### config.mk
export PLATFORM = sky130hd
export DESIGN_NAME = lc3_fetch_queue
export DESIGN_NICKNAME = d
export VERILOG_FILES = /design/src/rtl/lc3_fetch_queue.sv
export SDC_FILE = /design/constraint.sdc
export NUM_CORES = 1
export LEC_CHECK = 0
export BUFFER_PORTS_ARGS = -buffer_cell sky130_fd_sc_hd__buf_2
export CAP_MARGIN = 5
export CORE_UTILIZATION = 57
export DETAILED_ROUTE_END_ITERATION = 10
export GPL_TIMING_DRIVEN = 1
export HOLD_SLACK_MARGIN = 0.02
export PLACE_DENSITY = 0.83
export RECOVER_POWER = 50
export SYNTH_ARGS = -nofsm -noshare
export SYNTH_HDL_FRONTEND = slang
export SYNTH_SLANG_ARGS = --single-unit
### constraint.sdc
create_clock -name clock -period 4.7 [get_ports clock]
set_input_delay 0.705 -clock clock [delete_from_list [all_inputs] [get_ports clock]]
set_output_delay 0.705 -clock clock [all_outputs]
set_load 0.02 [all_outputs]
### src/rtl/lc3_fetch_queue.sv
// LC-3 instruction fetch unit: issues single-outstanding memory reads and
// buffers returned words in a small circular queue toward decode.
module lc3_fetch_queue #(
  parameter logic [15:0] RESET_PC = 16'h3000,
  parameter int          DEPTH    = 2
) (
  input  logic        clock,
  input  logic        reset,
  input  logic        br_taken,
  input  logic [15:0] taddr,
  output logic        imem_req,
  output logic [15:0] imem_addr,
  input  logic        imem_rvalid,
  input  logic [15:0] imem_rdata,
  output logic        instr_valid,
  input  logic        dec_ready,
  output logic [15:0] instr_out,
  output logic [15:0] pc_out,
  output logic [15:0] npc_out
);

  localparam int PW = (DEPTH > 2) ? 2 : 1;
  localparam int CW = 3;

  typedef enum logic [1:0] {IDLE, WAIT, DROP} state_t;

  state_t          state_q, state_d;
  logic [15:0]     pc_q, pc_d;
  logic [15:0]     req_pc_q, req_pc_d;
  logic            imem_req_q, imem_req_d;
  logic [15:0]     imem_addr_q, imem_addr_d;
  logic [CW-1:0]   count_q, count_d;
  logic [PW-1:0]   head_q, head_d;
  logic [PW-1:0]   tail_q, tail_d;
  logic [15:0]     instr_q [DEPTH];
  logic [15:0]     instr_d [DEPTH];
  logic [15:0]     epc_q [DEPTH];
  logic [15:0]     epc_d [DEPTH];
  logic [15:0]     enpc_q [DEPTH];
  logic [15:0]     enpc_d [DEPTH];
  logic            push, pop;

  function automatic logic [PW-1:0] ptr_inc(input logic [PW-1:0] p);
    return (p == PW'(DEPTH - 1)) ? '0 : p + 1'b1;
  endfunction

  always_comb begin
    state_d     = state_q;
    pc_d        = pc_q;
    req_pc_d    = req_pc_q;
    imem_req_d  = 1'b0;
    imem_addr_d = imem_addr_q;
    head_d      = head_q;
    tail_d      = tail_q;
    instr_d     = instr_q;
    epc_d       = epc_q;
    enpc_d      = enpc_q;
    push        = 1'b0;
    pop         = 1'b0;

    if (br_taken) begin
      pc_d   = taddr;
      head_d = '0;
      tail_d = '0;
      // A response arriving with the redirect still retires the outstanding read.
      case (state_q)
        WAIT:    state_d = imem_rvalid ? IDLE : DROP;
        DROP:    state_d = imem_rvalid ? IDLE : DROP;
        default: state_d = IDLE;
      endcase
    end else begin
      pop = instr_valid & dec_ready;
      case (state_q)
        IDLE: begin
          if (count_q < CW'(DEPTH)) begin
            imem_req_d  = 1'b1;
            imem_addr_d = pc_q;
            req_pc_d    = pc_q;
            pc_d        = pc_q + 16'd1;
            state_d     = WAIT;
          end
        end
        WAIT: begin
          if (imem_rvalid) begin
            push            = 1'b1;
            instr_d[tail_q] = imem_rdata;
            epc_d[tail_q]   = req_pc_q;
            enpc_d[tail_q]  = req_pc_q + 16'd1;
            tail_d          = ptr_inc(tail_q);
            state_d         = IDLE;
          end
        end
        DROP: begin
          if (imem_rvalid) state_d = IDLE;
        end
        default: state_d = IDLE;
      endcase
      if (pop) head_d = ptr_inc(head_q);
    end

    count_d = br_taken ? '0 : count_q + CW'(push) - CW'(pop);
  end

  always_ff @(posedge clock or posedge reset) begin
    if (reset) begin
      state_q     <= IDLE;
      pc_q        <= RESET_PC;
      req_pc_q    <= '0;
      imem_req_q  <= 1'b0;
      imem_addr_q <= '0;
      count_q     <= '0;
      head_q      <= '0;
      tail_q      <= '0;
      for (int i = 0; i < DEPTH; i++) begin
        instr_q[i] <= '0;
        epc_q[i]   <= '0;
        enpc_q[i]  <= '0;
      end
    end else begin
      state_q     <= state_d;
      pc_q        <= pc_d;
      req_pc_q    <= req_pc_d;
      imem_req_q  <= imem_req_d;
      imem_addr_q <= imem_addr_d;
      count_q     <= count_d;
      head_q      <= head_d;
      tail_q      <= tail_d;
      instr_q     <= instr_d;
      epc_q       <= epc_d;
      enpc_q      <= enpc_d;
    end
  end

  assign imem_req    = imem_req_q;
  assign imem_addr   = imem_addr_q;
  assign instr_valid = (count_q != '0);
  assign instr_out   = instr_q[head_q];
  assign pc_out      = epc_q[head_q];
  assign npc_out     = enpc_q[head_q];

endmodule

==> summary.txt, run 1 <==
Placement
  • Cells after DPL: 901
  • HPWL after DPL: 9780 um
  • GPL Wtd Cong: 0.809
  • Dpl ws: 1.82 ns
  • Port Buffer Count: 102
  • Cell area after placement: 6930 um^2

Job
  • Max_cap viols: 3

Setup path
  • Setup CP Type: reg -> out
  • Reg2Reg Setup Slack: 2.00 ns
  • WP data required: 3.99 ns
  • Crit Reg-Reg Endpoint: pc_q[13]
  • Critical Path Sink Type: output pin
  • R2r worst-path depth: 6
  • Crit-path leading delay family: flip-flops
  • Worst setup path endpoint: npc_out[13]
  • Crit path buf inv count: 1
  • Worst setup SP type: register
  • Worst stage delay on the critical path: 1.76 ns
  • Crit path from: head_q
  • WP depth: 2
  • WP data arrival: 2.98 ns
  • Worst R2R Start: state_q[0]
  • Worst path cell trace: mux2_2 -> buf_2
  • Slowest cell on crit path: dfrtp_1
  • Crit path max fanout: 49

Worst hold path
  • HP Class: in -> reg

Synth
  • Mapped Cells: 691
  • Cell variety after synth: 40
  • Asr flop ratio synth: 100%
  • Sequential area share after synthesis: 53.7%
  • Syn Nets: 736
  • Synth Flop Type: dfrtp_1
  • Ranking of synthesized cells by area: dfrtp_1 (53%), nand2_1 (17%), mux2_2 (8.7%)
  • Share of the synthesized area in the top cell type: 52.9%
  • Synthesis Warnings: 0
  • Avg Cell Area, Syn: 9.18 um^2
  • Cell taking the most area after synthesis: dfrtp_1
  • Mapped cell area: 6340 um^2
  • EDFF count, synth: 0
  • Seq cells post-synth: 136

Layout
  • Area growth from synthesis to final layout: 18.2%
  • Design area: 7500 um^2
  • Antenna diodes: 0
  • Share of cells above drive strength 1: 24.5%
  • Nets: 825
  • Finished Layout Cells: 931
  • Util after Layout: 69.1%

Floorplan
  • Full die area: 11600 um^2
  • Initial core utilization: 58.5%
  • Ports: 103
  • Row count: 38
  • Core area: 10800 um^2
  • Die X-Extent: 107 um
  • Die Y: 107 um

GRT
  • Gr usage total: 28.7%
  • Vias in the first global route: 5239
  • Pin count of the biggest net entering global routing: 67
  • GRT overflow: 0
  • Initial antenna violation count: 0
  • Global-route wire length before repair: 25400 um

Drt
  • DR DRC count: 0
  • Routed WL per cell: 16.4 um
  • Drt pass-1 iters: 5
  • Via/cell ratio: 5.59
  • Antenna-violating nets left: 0
  • DRT Wirelength: 15300 um
  • Initial DRC count: 383
  • Vias: 5202

Clock network
  • Post-cts gate resize count: 0
  • TritonCTS clock tree: done
  • Worst-path clk slew: 0.06 ns
  • CTS Buf Count: 17
  • H-Tree Depth: 4
  • Clk_lat worst skew: 0.52 ns
  • Root Buffer: clkbuf_8
  • Setup Fix Bufs, Post-CTS: 0
  • Clk buf depth: 2
  • Hold buffer count at CTS: 0
  • Clock Sinks: 136

STA
  • Relative slew slack: -98.4%
  • Final setup fails: 0
  • Final worst slack: 1.01 ns
  • Maximum clock frequency: 0.271 GHz
  • Hold_ws: 0.390 ns
  • Setup TNS: 0 ns
  • RSZ-0062 raised after global routing: no
  • Post-route clock skew: 0.00841 ns
  • Max Slew Vio Count: 164
  • Final period util: 78.5%
  • Min Tclk post-route: 3.69 ns
  • Worst Tran Pin Value: 2.96 ns
  • Fin. Hold Viols: 0

Run status
  • Violated checks: max-capacitance violations, max-slew violations
  • Status: finished with violations

Power
  • Worst IR Drop VDD: 0.398 mV
  • PwrDens: 713 nW/um^2
  • Total power: 5.35 mW
  • Static Leak: 3.83 nW
worst register-to-register path, cell delays in order (launching register included):
cell      delay (ns)
dfrtp_1         0.38
inv_1           0.07
ha_1            0.28
nand2_1         0.17
or2_0           0.84
inv_1           0.51
a221oi_1        0.35
Yosys cell counts (2+ instances only):
library cell	number
xnor2_1	18
o21a_1	2
clkbuf_2	2
dfrtp_1	134
nor4_1	5
xor2_1	9
nand4_1	9
clkbuf_1	19
o211ai_1	2
buf_1	4
nand4_2	2
mux2i_1	2
nor2b_1	5
nor2_1	23
ha_1	7
buf_2	13
dfstp_2	2
a311o_1	3
nand3_1	13
mux2_2	49
nor3_1	9
inv_1	15
nand2_1	284
o21ai_0	43
or4_1	2
logic make-up (layout without fill, tap and decap cells):
family	count (synthesis)	after routing	synth area share, %
xor+xnor	27	27	3.73
compound gates	53	53	4.67
mux	51	51	9.01
fa+ha+maj	8	8	1.70
buf+inv	54	154	3.55
flops	136	136	53.7
simple gates	362	362	23.6
placed cells by master, fill, tap and decap left out, drive strengths merged, types with 3 or more instances in the layout:
cell type and n:
a311o 3, buf 104, bufinv 3, clkbuf 24, clkinv 3, clkinvlp 4
dfrtp 134, ha 7, inv 16, mux2 49, nand2 284, nand3 13
nand4 11, nor2 23, nor2b 5, nor3 9, nor4 5, o21ai 43
xnor2 18, xor2 9
flip-flops by register name, summed over array words and instances, names as in the netlist:
| name | flops |
|---|---|
| enpc_q | 32 |
| epc_q | 32 |
| instr_q | 32 |
| imem_addr | 16 |
| pc_q | 16 |
| count_q | 3 |
| state_q | 2 |
| head_q | 1 |
| imem_req | 1 |
| tail_q | 1 |
worst min-delay path by stage:
stage | slack [ns] | cells after the start | startpoint | endpoint
3_3_place_gp | 0.45 | 2 | instr_q[8] | instr_q[8]
4_1_cts | 0.38 | 2 | reset | count_q[0]
6_report | 0.39 | 3 | imem_rdata[9] | instr_q[9]
5_1_grt | 0.39 | 3 | imem_rdata[14] | instr_q[30]
2_1_floorplan | 0.44 | 2 | instr_q[0] | instr_q[0]
3_5_place_dp | 0.46 | 2 | instr_q[11] | instr_q[11]
power breakdown:
group	leakage, nW	switching [mW]	total (mW)	internal (mW)
Sequential	1.76	0.475	2.10	1.63
Clock	0.277	0.493	1.31	0.818
Combinational	1.79	1.15	1.93	0.779
metal layers:
metal	track usage, %	vias up	wire [um]
li1	-	2423	-
met1	37.3	2562	6560
met2	47.3	186	7630
met3	5.99	31	822
met4	10.6	0	295
met5	0	-	0
area by class of cell:
type	count	area, um^2
repair buffers	109	554
well taps	140	175
fillers	796	3340
inverters	15	57.6
clock inverters	11	149
multi-input cells	501	2720
flip-flops and latches	136	3410
clock buffers	19	432
(Power assumes the default switching activity.)
==> run 2, diff against run 1 <==
- clock period: 4.7 -> 3.8 ns (I/O delays scaled with it)
==> run 2 against run 1 <==
  * The flow finishes with violations (design-rule violations, max-capacitance violations, max-slew violations)
  * Wire length down 3.8%
  * Clock-buffer cell count rose by 4
  * Die area is the same
  * Clock power increased by 26%
  * Setup slack got worse by 0.069 ns
  * Flip-flop and latch count unchanged
  * Global-route usage fell by 1.3 points
  * Sequential share of layout area fell by 0.37 points
  * First-iteration DRC count increased by 5.0%
  * Critical path type unchanged
  * Critical endpoint is now pc_out[1]
  * Highest routed layer unchanged
==> summary.txt, run 2 (same netlist as run 1, synthesis figures left out) <==
Power
  • Clock power share: 25.0%
  • Static Leak: 3.86 nW
  • Net Switching: 2.58 mW
  • Total power: 6.59 mW
  • Combinational share of power: 36.3%
  • Power Internal: 4.02 mW
  • PwrDens: 872 nW/um^2
  • Sw Ratio: 39.1%
  • Reg power frac: 38.7%
  • Worst IR Drop VDD: 0.483 mV

Layout
  • Most frequent cells in the layout: nand2_1 (284), dfrtp_1 (133), buf_2 (99)
  • Share of cells above drive strength 1: 25.3%
  • Filler cells: 778
  • Nets: 828
  • Area growth from synthesis to final layout: 19.2%
  • Biggest regs: enpc_q x32, epc_q x32, instr_q x32
  • Most common cell after layout, fill and taps aside: nand2_1
  • Antenna diodes: 0

Setup path
  • Slowest cell on crit path: dfrtp_2
  • Worst setup SP type: register
  • Crit Reg-Reg Endpoint: enpc_q[30]
  • Crit path max fanout: 27
  • R2r worst-path depth: 5
  • Worst R2R Start: state_q[1]
  • Reg2Reg Setup Slack: 1.33 ns
  • Worst path cell trace: buf_4 -> mux2_2 -> buf_2
  • Worst stage delay on the critical path: 0.77 ns
  • Setup CP Type: reg -> out
  • WP data arrival: 2.29 ns
  • Critical Path Sink Type: output pin
  • WP data required: 3.23 ns

Placement
  • GPL Wtd Cong: 0.803
  • Port Buffer Count: 102
  • HPWL after DPL: 9590 um

GRT
  • Vias in the first global route: 5086
  • GRT overflow: 0
  • Gr usage total: 27.4%
  • Global-route wire length before repair: 24300 um
  • Initial antenna violation count: 0
  • Pin count of the biggest net entering global routing: 67

Job
  • Max_cap viols: 2

STA
  • Max Slew Vio Count: 73
  • Maximum clock frequency: 0.350 GHz
  • Setup TNS: 0 ns
  • Final setup fails: 0
  • Min Tclk post-route: 2.86 ns
  • Relative slew slack: -26.1%
  • Worst Tran Pin Value: 1.88 ns
  • Post-route clock skew: 0.00708 ns
  • RSZ-0062 raised after global routing: no
  • Fin. Hold Viols: 0
  • Final period util: 75.2%

Worst hold path
  • Hold Startpoint: taddr[5]
  • Hold Path Depth: 3
  • Worst Hold Path EP: pc_q[5]
  • HP Class: in -> reg

Floorplan
  • Die X-Extent: 107 um
  • Core area: 10800 um^2
  • Initial core utilization: 58.5%
  • Row count: 38
  • Die Y: 107 um
  • Full die area: 11600 um^2
  • Ports: 103

Clock network
  • CTS Buf Count: 17
  • TritonCTS clock tree: done
  • Root Buffer: clkbuf_8
  • Clk_lat worst skew: 0.51 ns
  • Hold buffer count at CTS: 0
  • Setup Fix Bufs, Post-CTS: 0
  • Worst-path clk slew: 0.06 ns
  • Post-cts gate resize count: 0
  • H-Tree Depth: 4
  • Clock Sinks: 136
  • Clk buf depth: 2

Run status
  • Violated checks: design-rule violations, max-capacitance violations, max-slew violations
  • Status: finished with violations

Drt
  • Routed WL per cell: 15.7 um
  • Via/cell ratio: 5.53
  • DR DRC count: 2
  • Initial DRC count: 402
  • DRT Wirelength: 14700 um
  • Vias: 5179
  • Antenna-violating nets left: 0
  • Drt pass-1 iters: 8
-- run 2: power by group through the flow --
stage | Sequential, mW | Clock (mW) | Combinational, mW
after CTS | 2.54 | 1.67 | 2.41
after global routing | 2.63 | 1.73 | 2.65
after detailed placement | 2.56 | 0 | 2.38
after floorplan | 2.41 | 0 | 1.75
final | 2.55 | 1.65 | 2.39
after global placement | 2.52 | 0 | 2.30
-- run 2: per-layer routing --
layer	track usage, %	wire length (um)
met5	0	0
met2	45.8	7370
met4	8.02	186
met1	36.0	6380
met3	5.69	797
-- run 2: area by class of cell --
| class | instances | area, um^2 | area share (%) |
|---|---|---|---|
| multi-input cells | 501 | 2720 | 36.0 |
| inverters | 15 | 57.6 | 0.761 |
| clock buffers | 23 | 497 | 6.57 |
| clock inverters | 9 | 113 | 1.49 |
| flip-flops and latches | 136 | 3410 | 45.1 |
| well taps | 140 | 175 | 2.32 |
| repair buffers | 112 | 588 | 7.78 |
-- run 2: stage by stage --
step | instances | setup WS, ns | area (um^2) | utilization (%) | hold slack (ns)
6_report | 936 | 0.943 | 7560 | 69.7 | 0.260
5_1_grt | 936 | 0.561 | 7560 | 69.7 | 0.252
4_1_cts | 936 | 0.932 | 7570 | 69.9 | 0.243
3_5_place_dp | 904 | 1.26 | 6960 | 64.2 | 0.458
3_3_place_gp | 904 | 1.24 | 6960 | 64.2 | 0.451
2_1_floorplan | 691 | 1.54 | 6350 | - | 0.440
-- run 2: critical path, delay by kind of cell, from the launching register on --
family,cells,cell delay [ns]
multiplexers,1,0.40
flip-flops,1,0.77
buffers and inverters,2,0.58
-- run 2: worst max-delay path by stage --
stage / startpoint / end / slack [ns] / cells past startpoint
after floorplan: reset / count_q[0] / 1.54 / 1
final: head_q / pc_out[1] / 0.94 / 3
after detailed placement: br_taken / enpc_q[30] / 1.26 / 4
after global placement: br_taken / enpc_q[30] / 1.24 / 4
after CTS: head_q / pc_out[1] / 0.93 / 3
after global routing: reset / epc_q[7] / 0.56 / 3
